$ cat src/rtl/fetch_unit.sv
// fetch_unit: owns the fetch PC, issues in-order imem reads
// and buffers returned instructions for decode.
module fetch_unit #(
  parameter int unsigned ADDR_WIDTH = 64,
  parameter int unsigned INSTR_WIDTH = 32,
  parameter logic [ADDR_WIDTH-1:0] RESET_PC = '0,
  parameter int unsigned DEPTH = 2
) (
  input  logic                   clk,
  input  logic                   rst_n,
  input  logic                   redirect_valid,
  input  logic [ADDR_WIDTH-1:0]  redirect_pc,
  output logic                   imem_req_valid,
  input  logic                   imem_req_ready,
  output logic [ADDR_WIDTH-1:0]  imem_req_addr,
  input  logic                   imem_rsp_valid,
  input  logic [INSTR_WIDTH-1:0] imem_rsp_data,
  output logic                   if_valid,
  input  logic                   if_ready,
  output logic [ADDR_WIDTH-1:0]  if_pc,
  output logic [INSTR_WIDTH-1:0] if_instr
);
  localparam int unsigned PW = (DEPTH > 1) ? $clog2(DEPTH) : 1;
  localparam int unsigned CW = $clog2(DEPTH + 1);

  logic [ADDR_WIDTH-1:0]  fetch_pc;
  logic [ADDR_WIDTH-1:0]  aq_pc [DEPTH];
  logic [PW-1:0]          aq_rd;
  logic [PW-1:0]          aq_wr;
  logic [ADDR_WIDTH-1:0]  fq_pc [DEPTH];
  logic [INSTR_WIDTH-1:0] fq_instr [DEPTH];
  logic [PW-1:0]          fq_rd;
  logic [PW-1:0]          fq_wr;
  logic [CW-1:0]          inflight_cnt;
  logic [CW-1:0]          drop_cnt;
  logic [CW-1:0]          fifo_cnt;

  logic [CW:0] occ;
  logic        credit;
  logic        req_fire;
  logic        rsp_live;
  logic        pop;

  // Credits count dropped responses too, so every
  // response that lands is guaranteed a FIFO slot.
  assign occ = {1'b0, inflight_cnt} + {1'b0, fifo_cnt};
  assign credit = (32'(occ) < DEPTH);
  assign imem_req_valid = rst_n & credit & ~redirect_valid;
  assign imem_req_addr = fetch_pc;
  assign req_fire = imem_req_valid & imem_req_ready;
  assign rsp_live = imem_rsp_valid & (drop_cnt == '0);
  assign if_valid = (fifo_cnt != '0);
  assign pop = if_valid & if_ready;
  assign if_pc = if_valid ? fq_pc[fq_rd] : '0;
  assign if_instr = if_valid ? fq_instr[fq_rd] : '0;

  // PC, counters and pointers; redirect flushes everything
  always_ff @(posedge clk or negedge rst_n) begin
    if (!rst_n) begin
      fetch_pc <= RESET_PC;
      inflight_cnt <= '0;
      drop_cnt <= '0;
      fifo_cnt <= '0;
      aq_rd <= '0;
      aq_wr <= '0;
      fq_rd <= '0;
      fq_wr <= '0;
    end else begin
      inflight_cnt <= inflight_cnt + CW'(req_fire)
                      - CW'(imem_rsp_valid);
      if (redirect_valid) begin
        fetch_pc <= redirect_pc & ~ADDR_WIDTH'(3);
        drop_cnt <= inflight_cnt - CW'(imem_rsp_valid);
        fifo_cnt <= '0;
        aq_rd <= '0;
        aq_wr <= '0;
        fq_rd <= '0;
        fq_wr <= '0;
      end else begin
        if (req_fire) begin
          fetch_pc <= fetch_pc + ADDR_WIDTH'(4);
          aq_wr <= aq_wr + PW'(1);
        end
        if (imem_rsp_valid && drop_cnt != '0) begin
          drop_cnt <= drop_cnt - CW'(1);
        end
        if (rsp_live) begin
          aq_rd <= aq_rd + PW'(1);
          fq_wr <= fq_wr + PW'(1);
        end
        if (pop) begin
          fq_rd <= fq_rd + PW'(1);
        end
        fifo_cnt <= fifo_cnt + CW'(rsp_live) - CW'(pop);
      end
    end
  end

  // Address queue and instruction FIFO storage
  always_ff @(posedge clk or negedge rst_n) begin
    if (!rst_n) begin
      for (int i = 0; i < DEPTH; i++) begin
        aq_pc[i] <= '0;
        fq_pc[i] <= '0;
        fq_instr[i] <= '0;
      end
    end else begin
      if (req_fire) begin
        aq_pc[aq_wr] <= fetch_pc;
      end
      if (rsp_live && !redirect_valid) begin
        fq_pc[fq_wr] <= aq_pc[aq_rd];
        fq_instr[fq_wr] <= imem_rsp_data;
      end
    end
  end

endmodule

$ cat config.mk
export PLATFORM = sky130hd
export DESIGN_NAME = fetch_unit
export DESIGN_NICKNAME = d
export VERILOG_FILES = /design/src/rtl/fetch_unit.sv
export SDC_FILE = /design/constraint.sdc
export NUM_CORES = 1
export LEC_CHECK = 0
export BUFFER_PORTS_ARGS = -buffer_cell sky130_fd_sc_hd__buf_2
export CORE_MARGIN = 1
export CORE_UTILIZATION = 34
export DETAILED_ROUTE_END_ITERATION = 12
export GPL_TIMING_DRIVEN = 0
export PLACE_DENSITY = 0.58
export SYNTH_ARGS = -nofsm -noshare
export SYNTH_HDL_FRONTEND = slang
export SYNTH_SLANG_ARGS = --single-unit
$ cat constraint.sdc
create_clock -name clk -period 2.7 [get_ports clk]
set_input_delay 0 -clock clk [delete_from_list [all_inputs] [get_ports clk]]
set_output_delay 0 -clock clk [all_outputs]
set_load 0.03 [all_outputs]
==> results.txt <==
- The first routing iteration left 819 violations.
* Maximum vdd ir drop: 0.464 mV
- Endpoint class of the critical path: flop
- Setup repair after global routing could not meet its margin everywhere.
- Core area: 51,300 sq um
- 264 I/O pins were placed.
- Warning count from the yosys run: 0
- The via count of the first global-routing pass is 13,700.
- For this design the total switching power over the nets is 8190 uW.
* Dominant register cell in the synthesized netlist: dfrtp_1
- The floorplan has 83 rows.
- The worst setup path is launched from a flop.
- The synthesized netlist contains 54 unique library cells.
- On the critical path, the stage with the largest delay is an instance of fa_2.
- At the worst endpoint, the required time is 3.15 ns.
- The checks that failed: negative hold slack.
* Fin crit period: 2.63 ns
- Die Y-Extent: 230 microns
- Initial core utilization: 34.4%
* Number of enable-type register cells in the synthesized netlist: 0
- Max-slew violation count: 0
* Global-route wire length before repair: 81,400 microns
- Clock network fraction of total power: 25.5%
- Max clock buf depth: 3
- After detailed routing, the wire length on met1 is 24,000 microns.
- Total track usage: 20.1%
- The HPWL after detailed placement is 37,800 microns.
* Horizontal die dimension: 230 microns
* Post-route cell area: 22,900 sq um
- Latest clock arrival within the worst-skew pair: 0.57 ns
- Wire length on met2: 25,300 microns
- The placed instances occupy a cell area of 19,900 sq um.
* Combinational power share: 34.7%
- Die footprint: 52,900 sq um
- The initial antenna violation count was 1.
- After the flow finishes, the layout carries non-filler instances totaling 2,736.
- Synthesized instance count: 1,590
- Port Buffer Count: 257
- Via-to-Cell Ratio: 5.05
- In this design, the stage delay of the slowest critical-path cell is 0.48 ns.
* Number of H-tree branching levels: 2
- For the pin with the worst max-slew slack, the measured transition is 0.914 ns.
- Cell repeated most along the worst path: buf_6
* Max capacitance violation total: 0
- The first detailed-routing pass took 7 iterations.
- Clock tree synthesis selected as its root buffer the cell clkbuf_16.
- Global routing finished with a remaining overflow of 0.
* Fin. Hold Viols: 54
- Share of the yosys chip area belonging to registers: 54.4%
* Worst slew slack as a fraction of its limit: 39.0%
- Clock-pin slew was measured on the worst setup and hold paths at 0.06 ns.
- Each instance of the synthesized netlist takes up on average 11.1 sq um.
- Share of total power in sequential cells: 39.8%
- Post-synthesis register bit count: 384
- Pleak: 0.0103 uW
- Accumulated negative setup slack: 0 ns
- The post-route netlist has 30.0% of its cells at a drive strength greater than 1.
- Power spread over the standard cell area amounts to 1000 nW/um^2.
* Inserted Clock Buffers: 43
* Number of placed instances, taps included: 2,533
- Clock skew after layout: 0.0160 ns
- Setup-failing EPs final: 0
- Routed signal wires occupy layers up through met4.
- In the finished design, the share of the clock period the worst path needs comes to 97.6%.
- Post-synthesis cell area: 17,700 sq um
- The worst hold path belongs to the class in2async.
* Wire length reported by the detailed router: 53,500 microns
- Routed WL per cell: 19.6 microns
- Maximum fanout along the worst path: 4
- For this block, the via count after detailed routing is 13,800.
- Cell internal power was estimated by the tool at 14,700 uW.
- Layout Area Growth over Synthesis: 29.4%
- Number of antenna cells inserted: 0
- After detailed routing, the met3 layer carries 3070 microns of wire.
- Across all setup checks in the final design, the least slack found is 0.0654 ns.
* Largest net degree at the start of global routing: 126
* Remaining number of nets flagged by the antenna check after routing: 0
- CTS tree: yes
* Post-route DRC: 0
- Of all flip-flops after synthesis, the portion carrying an async set or reset was 100%.
- The clock drives 384 sinks.
* Post-layout utilization of the core: 44.6%
- Prior to clock tree synthesis, the placed netlist has a worst setup slack of -1.39 ns.
- The congestion estimate from routability-driven global placement came to 0.829.
- CP cell instances: and2_4 -> fa_2 -> nand4bb_4 -> buf_6 -> nor4_4 -> buf_4 -> buf_6 -> nand4_1 -> xnor2_1 -> mux2_2
- Critical path arrival: 3.08 ns
- The tightest hold path in the finished design has a slack of -0.0448 ns.
- After the last flow step, the layout net total stands at 2,137.
- Net switching fraction of the power: 35.8%
- Crit Path Category: reg2reg
* Status: finished, violations left
- Maximum clock rate: 0.380 GHz
## worst max-delay path, delay by kind of cell (launching register included)
kind,cells,cell delay [ns]
simple gates,4,0.69
flops,1,0.43
xor+xnor,1,0.16
buf+inv,3,0.49
fa+ha+maj,1,0.48
mux,1,0.26
## synthesized netlist by cell type (2+ instances only)
cell      instances  area [sq um]
a21oi_1          63           315
a22oi_1           5          37.5
a31oi_1           8          50.1
and2_1            5          31.3
and3_1            6          37.5
and3_2            4          30.0
and4_1            5          43.8
and4_2            2          20.0
buf_1            26          97.6
buf_4             4          30.0
clkbuf_1         71           267
clkbuf_8          2          27.5
dfrtp_1         384          9610
ha_1              7          87.6
inv_1            12          45.0
mux2_2          186          2090
mux2i_1         160          1600
nand2_1         147           552
nand2b_1          2          12.5
nand3_1          30           150
nand4_1          29           181
nand4_4           2          42.5
nor2_1          182           683
nor2b_1           6          37.5
nor3_1           14          70.1
nor4_1           17           106
nor4_2            2          25.0
o211ai_1          2          15.0
o21ai_0         110           551
o21ai_1           7          35.0
o31ai_1           2          15.0
or3_1             9          56.3
or4_1             7          52.6
xnor2_1          29           254
xor2_1           24           210
## placed cells by master, fill, tap and decap left out, types with 31 or more instances in the layout
master | Yosys | routed
dfrtp_1 | 384 | 383
buf_2 | 1 | 262
mux2_2 | 186 | 186
nor2_1 | 182 | 180
mux2i_1 | 160 | 160
nand2_1 | 147 | 146
o21ai_0 | 110 | 107
dlygate4sd3_1 | 0 | 100
a21oi_1 | 63 | 63
clkbuf_1 | 71 | 54
clkbuf_16 | 0 | 43
buf_4 | 4 | 31
## final timing paths
kind | start | slack (ns) | cells after the start | end
worst max-delay path | fifo_cnt[0] | 0.07 | 10 | imem_req_addr[40]
worst min-delay path | rst_n | -0.04 | 2 | fq_instr[15]
worst max register to register | fifo_cnt[0] | 0.07 | 10 | imem_req_addr[40]
worst min register to register | fq_pc[52] | 0.47 | 2 | fq_pc[52]
max in group asynchronous | rst_n | 1.50 | 4 | fq_pc[96]
min in group clk | redirect_pc[22] | 0.17 | 4 | imem_req_addr[22]
## power by group through the flow
stage | combinational [uW] | clock (uW) | sequential (uW)
after floorplan | 5420 | 0 | 9020
after global placement | 7560 | 0 | 9070
after detailed placement | 7720 | 0 | 9190
after CTS | 7960 | 5980 | 9120
after global routing | 8670 | 6200 | 9420
final | 7950 | 5830 | 9120
## state kept, by name, summed over array words and instances (netlist names)
register and cells:
imem_req_addr 62, fq_instr 64, fq_rd 1, drop_cnt 2
fifo_cnt 2, fq_pc 124, aq_pc 124, aq_wr 1
fq_wr 1, inflight_cnt 2, aq_rd 1
## logic make-up after synthesis
logic type	share of synthesized area, %
simple gates	12.7
flops	54.4
mux	20.9
compound gates	5.95
buf+inv	2.76
xor+xnor	2.63
fa+ha+maj	0.609
other cells	0.0212
## layout make-up
type | instances | area, sq um
Buffer | 101 | 508
Sequential cell | 384 | 9610
Clock buffer | 63 | 1250
Clock inverter | 11 | 151
Timing Repair Buffer | 393 | 2700
Inverter | 13 | 48.8
Tap cell | 680 | 851
Fill cell | 4844 | 28400
Multi-Input combinational cell | 1091 | 7750
## layer usage
layer	GRT usage, %	vias to the layer above
met4	5.71	0
met2	32.7	398
met5	0	-
met3	4.01	66
met1	26.9	6949
li1	-	6410
## metrics by stage
stage / hold slack, ns / total power (uW)
floorplan: -0.296 / 14400
global placement: 0.210 / 16600
detailed placement: -0.0407 / 16900
CTS: -0.655 / 23100
global route: -0.0233 / 24300
finish: -0.0448 / 22900
## timing repair
action | CTS | global route
setup endpoints to repair | 352 | 211
gates resized for setup | 68 | 34
setup buffers | 18 | 13
pin swaps | 7 | 13
endpoints found under the hold margin | 431 | 96
cloned | 0 | 1
hold buffers | 99 | 2
Note: power is estimated with default switching activity, not from simulation.
